[config.mk]
export PLATFORM = sky130hd
export DESIGN_NAME = u_sequencer
export DESIGN_NICKNAME = d
export VERILOG_FILES = /design/src/rtl/u_sequencer.sv
export SDC_FILE = /design/constraint.sdc
export NUM_CORES = 1
export LEC_CHECK = 0
export CORE_AREA = 2 2 77 79
export DETAILED_ROUTE_END_ITERATION = 12
export DIE_AREA = 0 0 79 81
export MAX_ROUTING_LAYER = met4
export PLACE_DENSITY = 0.83
export SLEW_MARGIN = 20
export SYNTH_ARGS = -nofsm -noshare
export SYNTH_HDL_FRONTEND = slang
export SYNTH_SLANG_ARGS = --single-unit
[constraint.sdc]
create_clock -name uSequencer_CLOCK_50 -period 3.1 [get_ports uSequencer_CLOCK_50]
set_clock_uncertainty 0.2 [all_clocks]
set_input_delay 0.31 -clock uSequencer_CLOCK_50 [delete_from_list [all_inputs] [get_ports uSequencer_CLOCK_50]]
set_output_delay 0.31 -clock uSequencer_CLOCK_50 [all_outputs]
set_load 0.02 [all_outputs]
[src/rtl/u_sequencer.sv]
// rtl/u_sequencer.sv - microsequencer: MPC/MIR registers, LOAD/EXEC/HALT FSM, next-address logic
// Optional cycle counter port enabled by USEQ_UCYCLE_COUNTER_EN.
module u_sequencer #(
  parameter int MIR_BUS_WIDTH       = 41,
  parameter int Direction_BUS_WIDTH = 11,
  parameter logic [Direction_BUS_WIDTH-1:0] START_ADDR = 11'h000,
  parameter logic [Direction_BUS_WIDTH-1:0] HALT_ADDR  = 11'h7FF,
  parameter int JAM_BIT             = 8
) (
  input  logic                           uSequencer_CLOCK_50,
  input  logic                           uSequencer_RESET_InHigh,
  input  logic                           uSequencer_Start_IN,
  input  logic                           uSequencer_Stall_IN,
  input  logic                           uSequencer_FlagN_IN,
  input  logic                           uSequencer_FlagZ_IN,
  input  logic [7:0]                     uSequencer_MBR_IN,
  input  logic [MIR_BUS_WIDTH-1:0]       ROM_Microinstruccion_IN,
  output logic [Direction_BUS_WIDTH-1:0] ROM_Direccion_OUT,
  output logic [26:0]                    uSequencer_MIR_OUT,
  output logic                           uSequencer_MIRValid_OUT,
  output logic                           uSequencer_Halted_OUT
`ifdef USEQ_UCYCLE_COUNTER_EN
  ,
  output logic [31:0]                    uSequencer_UCount_OUT
`endif
);

  localparam logic [1:0] S_IDLE = 2'd0;
  localparam logic [1:0] S_LOAD = 2'd1;
  localparam logic [1:0] S_EXEC = 2'd2;
  localparam logic [1:0] S_HALT = 2'd3;

  logic [1:0]                     state_q, state_d;
  logic [Direction_BUS_WIDTH-1:0] mpc_q, mpc_d;
  logic [MIR_BUS_WIDTH-1:0]       mir_q, mir_d;
  logic [Direction_BUS_WIDTH-1:0] next_addr;

  // MIR fields: [40:30] NEXT_ADDR, [29] JMPC, [28] JAMN, [27] JAMZ
  always_comb begin
    next_addr = mir_q[MIR_BUS_WIDTH-1 -: Direction_BUS_WIDTH];
    if ((mir_q[28] & uSequencer_FlagN_IN) | (mir_q[27] & uSequencer_FlagZ_IN))
      next_addr[JAM_BIT] = 1'b1;
    if (mir_q[29])
      next_addr[7:0] = next_addr[7:0] | uSequencer_MBR_IN;
  end

  always_comb begin
    state_d = state_q;
    mpc_d   = mpc_q;
    mir_d   = mir_q;
    case (state_q)
      S_IDLE, S_HALT: begin
        if (uSequencer_Start_IN) begin
          state_d = S_LOAD;
          mpc_d   = START_ADDR;
        end
      end
      S_LOAD: begin
        mir_d   = ROM_Microinstruccion_IN;
        state_d = S_EXEC;
      end
      S_EXEC: begin
        if (!uSequencer_Stall_IN) begin
          mpc_d   = next_addr;
          state_d = (next_addr == HALT_ADDR) ? S_HALT : S_LOAD;
        end
      end
      default: state_d = S_IDLE;
    endcase
  end

  always_ff @(posedge uSequencer_CLOCK_50 or posedge uSequencer_RESET_InHigh) begin
    if (uSequencer_RESET_InHigh) begin
      state_q <= S_IDLE;
      mpc_q   <= START_ADDR;
      mir_q   <= '0;
    end else begin
      state_q <= state_d;
      mpc_q   <= mpc_d;
      mir_q   <= mir_d;
    end
  end

  assign ROM_Direccion_OUT       = mpc_q;
  assign uSequencer_MIR_OUT      = mir_q[26:0];
  assign uSequencer_MIRValid_OUT = (state_q == S_EXEC);
  assign uSequencer_Halted_OUT   = (state_q == S_HALT);

`ifdef USEQ_UCYCLE_COUNTER_EN
  logic [31:0] ucount_q, ucount_d;

  always_comb begin
    ucount_d = ucount_q;
    if (((state_q == S_IDLE) || (state_q == S_HALT)) && uSequencer_Start_IN)
      ucount_d = 32'd0;
    else if ((state_q == S_EXEC) && !uSequencer_Stall_IN)
      ucount_d = ucount_q + 32'd1;
  end

  always_ff @(posedge uSequencer_CLOCK_50 or posedge uSequencer_RESET_InHigh) begin
    if (uSequencer_RESET_InHigh) ucount_q <= 32'd0;
    else                         ucount_q <= ucount_d;
  end

  assign uSequencer_UCount_OUT = ucount_q;
`endif

endmodule

[Word-level counts from Yosys, hierarchy flattened]
Index checks and enable logic that the tools add are counted.
Word-level totals
  memories kept: 0
  output and inout port bits: 40
  register bits: 54
  bits in read-only memories: 0
  bits of input ports: 55
  bits in latches: 0
  RAM bits: 0
  logic and storage cells: 27
Operators by class
  reduce and logical (&&, ||, !) cells: 5
  bitwise operators: 4
  divide/modulo/power cells: 0
  equality and inequality tests: 6
  shift operators: 0
  multiply operators: 0
  order comparisons: 0
  add/sub/neg operators: 0
  muxes and demuxes: 9
Operators with widths (count)
  11-bit two-way mux: 2
  11-bit one-hot mux with 2 select lines: 1
  11-bit == test, second input constant: 1
  8-bit two-way mux: 1
  8-bit bitwise OR: 1
  2-bit two-way mux: 3
  2-bit one-hot mux with 3 select lines: 1
  2-bit == test, second input constant: 2
  2-bit != test, second input constant: 2
  3-bit AND reduction: 1
  1-bit AND: 2
  2-bit by 1-bit == test with 1-bit output, second input constant: 1
  2-bit logical NOT: 1
  2-bit AND reduction: 1
  2-bit nonzero test: 1
  2-bit OR reduction: 1
  1-bit two-way mux: 1
  1-bit bitwise OR: 1

[Longest topological paths before layout]
  depth after elaboration: 7
  mapped depth: 7
  mapped depth without buffers: 6

[Worst setup path after synthesis]
OpenSTA, ideal clock, no wires.
  path type: flip-flop to flip-flop
  start point: register state_q[0]
  end point: register mpc_q[9], in the netlist ROM_Direccion_OUT[9]
  data arrival time: 1.318 ns
  library setup time: 0.121 ns
  path buffers: 1
  required time: 2.779 ns
  cell stages (with the launch flop): 7
  clock period less this slack: 1.639 ns
  slack: 1.461 ns
  path through: dfrtp_1 inv_1 ha_1 nand2_1 o211ai_2 buf_6 a22o_1
Between the ends
  elaborated cells between the ends (all ways): 9
  classes of those cells: 4 x eq/ne; 1 x mux; 4 x reduce/logical
RTL lines
  start, declared: line 33  | logic [1:0] state_q, state_d;
  start signal, assigned: line 78  | state_q <= state_d;
  2-bit == test *
  net uSequencer_MIRValid_OUT: line 20  | output logic uSequencer_MIRValid_OUT,
  2-bit != test (no source line) or 2-bit nonzero test (tied branches)
  3-bit AND reduction (no source line)
  end signal, assigned: line 79  | mpc_q <= mpc_d;
  end, declared: line 34  | logic [Direction_BUS_WIDTH-1:0] mpc_q, mpc_d;
The timed path passes the listed nets; every way through them passes the cells marked *.
A chain may end at the register's enable or synchronous reset.

[Worst setup path in the final report]
  start point: register state_q[0]
  end point: output port uSequencer_MIRValid_OUT
Between the ends
  cells in the longest elaborated chain, start to end: 1
RTL lines
  2-bit == test: line 86  | assign uSequencer_MIRValid_OUT = (state_q == S_EXEC);
  end, declared: line 20
No other way between the ends.

==> results_dict.tcl <==
set metrics [dict create \
    postRouteAntennaNets 0 \
    setup_viol 0 \
    vdd_ir_drop_max_mv 0.398 \
    floorplan.initialDensity 0.453 \
    cts_inserted_buffers 5 \
    num_vias 1582 \
    maxcap_violations 0 \
    ctsResizeCount 0 \
    sum_neg_setup_slack_ps 0 \
    synthXorXnorAreaFrac 0 \
    finalWorstPathRequiredPeriod_ps 2200 \
    cts.sinks 54 \
    cts_tree "yes" \
    ys_seq_elements 54 \
    run_status "finished clean" \
    timing.critical_path.slowest_stage_cell "clkdlybuf4s50_1" \
    sequentialPowerShare 0.357 \
    rsz_0062_raised_after_global_routing "false" \
    synth.mux.area_fraction 0.235 \
    max_clock_freq_ghz 0.455 \
    wire_length_of_the_first_global_routing_pass_um 7830 \
    arrival_ps 1690 \
    timing.critical_path.fanout_max 5 \
    total_placed_instance_area_sq_mm 0.00337 \
    die_area_sq_mm 0.00640 \
    instances_no_fill 333 \
    synth_top_cell_area_share 0.526 \
    postLayoutCellArea_sq_mm 0.00345 \
    timing.setup.critical_path_class "reg2out" \
    io_pins 95 \
    worst_setup_path_end_kind "output pin" \
    clkLatencyLatePin_ps 300 \
    antenna_found_initial 0 \
    clk_pin_slew_ps 90 \
    report.final.hold_viol_count 0 \
    yosys.area_share.adder 0.0146 \
    detail_route.wirelength_um 4910 \
    ys_async_sr_fraction 1.00 \
    route.detailed.vias_per_inst 4.75 \
    min-delay-path-class "in2async" \
    rr_worst_depth 4 \
    dominantRegCellSynth "dfrtp_1" \
    die_height_um 81 \
    synth.yosys.seq_area_share 0.526 \
    post-route-period-util 0.709 \
    place.gp.congestion 0.735 \
    power.share.combinational 0.545 \
    p_int_mw 2.36 \
    synth_enable_flop_cells 0 \
    overall_global_routing_resource_usage 0.166 \
    post-route-drc-count 0 \
    cts_hold_repair.buffers 0 \
    power-per-cell-area_mw_per_mm2 1070 \
    netlist.top_cell.by_area "dfrtp_1" \
    static-leakage-power_nw 1.52 \
    dp_hpwl_um 3670 \
    place.port_buffers 94 \
    netlist_instances 188 \
    grt_pass1_vias 1595 \
    combinational_family_with_the_most_area_after_synthesis "multiplexers" \
    yosys.area_share.simple 0.0472 \
    grt_remaining_overflow 0 \
    syn_area_per_cell_sq_um 13.7 \
    p_sw_frac 0.359 \
    compound_cell_area_share_of_the_yosys_netlist 0.0643 \
    post_synthesis_to_final_layout_area_growth_pct 34.2 \
    syn-cell-area_sq_mm 0.00257 \
    net-switching-power_mw 1.33 \
    cts.htree.levels 2 \
    clock_power_share 0.098 \
    report.power.total_mw 3.69 \
    cts-root-buf "clkbuf_8" \
    placeableCoreArea_sq_mm 0.00568 \
    synthMostInstantiatedCell "dfrtp_1" \
    cts_post_setup_buffers_inserted 0 \
    dr.first_iter.drc_count 73 \
    wire_per_inst_um 14.8 \
    floorplan.die.width_um 79 \
    cp_slowest_stage_delay_ps 650 \
    synth.lib_cells_used.distinct 24 \
    core.rowCount 28 \
    setup.worst_path.start_class "flip-flop" \
    placed_cells 326 \
    fraction_of_layout_instances_using_a_drive_strength_above_1 0.217 \
    timing_worst_slew_pin_value_ps 515 \
    synth.net_count 246 \
    slew-limit-headroom 0.656 \
    cp.required_ps 2590 \
    timing.final.max_slew_violations 0 \
    clk_path_buf_depth 2 \
    diodes 0 \
    synthTopCellsByArea "dfrtp_1 53%, mux2_4 22%, buf_4 8.2%" \
    nNetsFinal 316 \
    grt_max_degree 33 \
    synthTopCellsByCount "54 x dfrtp_1, 38 x mux2_4, 28 x buf_4" \
    path_cells "inv_1 -> ha_1 -> clkdlybuf4s50_1" \
    synth-warning-count 0 \
    drtPass1Iterations 4 \
]
## flip-flops by register name (all words and copies together) (netlist names)
name               cells
state_q                2
ROM_Direccion_OUT     11
mir_q                 41
## per-layer routing
layer  GRT usage  part of all wire
met4      0.0517             0.011
met1       0.215              0.45
met5           -                 0
met3      0.0456             0.067
met2       0.255              0.47
## placed cells by master, fill, tap and decap left out, types with 5 or more instances in the layout
cell,n
a21oi_1,8
clkbuf_8,5
clkdlybuf4s50_1,94
dfrtp_1,54
mux2_4,38
nand2_1,14
o21ai_0,10
## final cells by class
type / count / area, sq um
clock buffer: 7 / 76.3
fill: 482 / 2230
inverter: 5 / 18.8
multi-input combinational: 95 / 931
sequential: 54 / 1350
tap: 75 / 93.8
timing repair buffer: 97 / 976
## through the flow
step           hold slack, ps  utilization  setup slack, ps
2_1_floorplan             258            -             1280
3_3_place_gp              263        0.594             1170
3_5_place_dp              277        0.594             1120
4_1_cts                   151        0.607              883
5_1_grt                   176        0.607              782
6_report                  139        0.607              903
## worst max-delay path, delay by kind of cell (launching register included)
kind,cells,cell delay [ps]
buffers and inverters,2,720
DFF,1,420
adders and majority gates,1,250
## final timing paths
path	start	to	slack (ps)
worst max-delay path	state_q[0]	uSequencer_MIRValid_OUT	900
worst min-delay path	uSequencer_RESET_InHigh	mir_q[22]	140
worst max register to register	state_q[1]	mir_q[2]	1130
worst min register to register	ROM_Direccion_OUT[4]	ROM_Direccion_OUT[4]	300
max in group asynchronous	uSequencer_RESET_InHigh	mir_q[25]	1790
min in group uSequencer_CLOCK_50	ROM_Direccion_OUT[4]	ROM_Direccion_OUT[4]	300
## cell families (layout without fill, tap and decap cells)
| logic type | count (synthesis) | in the layout |
|---|---|---|
| AO/OA/AOI/OAI | 27 | 27 |
| adder cells (fa/ha/maj) | 3 | 3 |
| buffers and inverters | 39 | 109 |
| flip-flops | 54 | 54 |
| multiplexers | 41 | 41 |
| AND/OR/NAND/NOR | 24 | 24 |
## power by group through the flow
stage,Combinational (mW),Sequential [mW],Clock (mW)
after CTS,2.03,1.32,0.378
after global placement,1.99,1.31,0
after floorplan,1.56,1.32,0
after global routing,2.14,1.37,0.410
final,2.01,1.32,0.362
after detailed placement,2.03,1.32,0
Power figures use the tool's default switching activity.
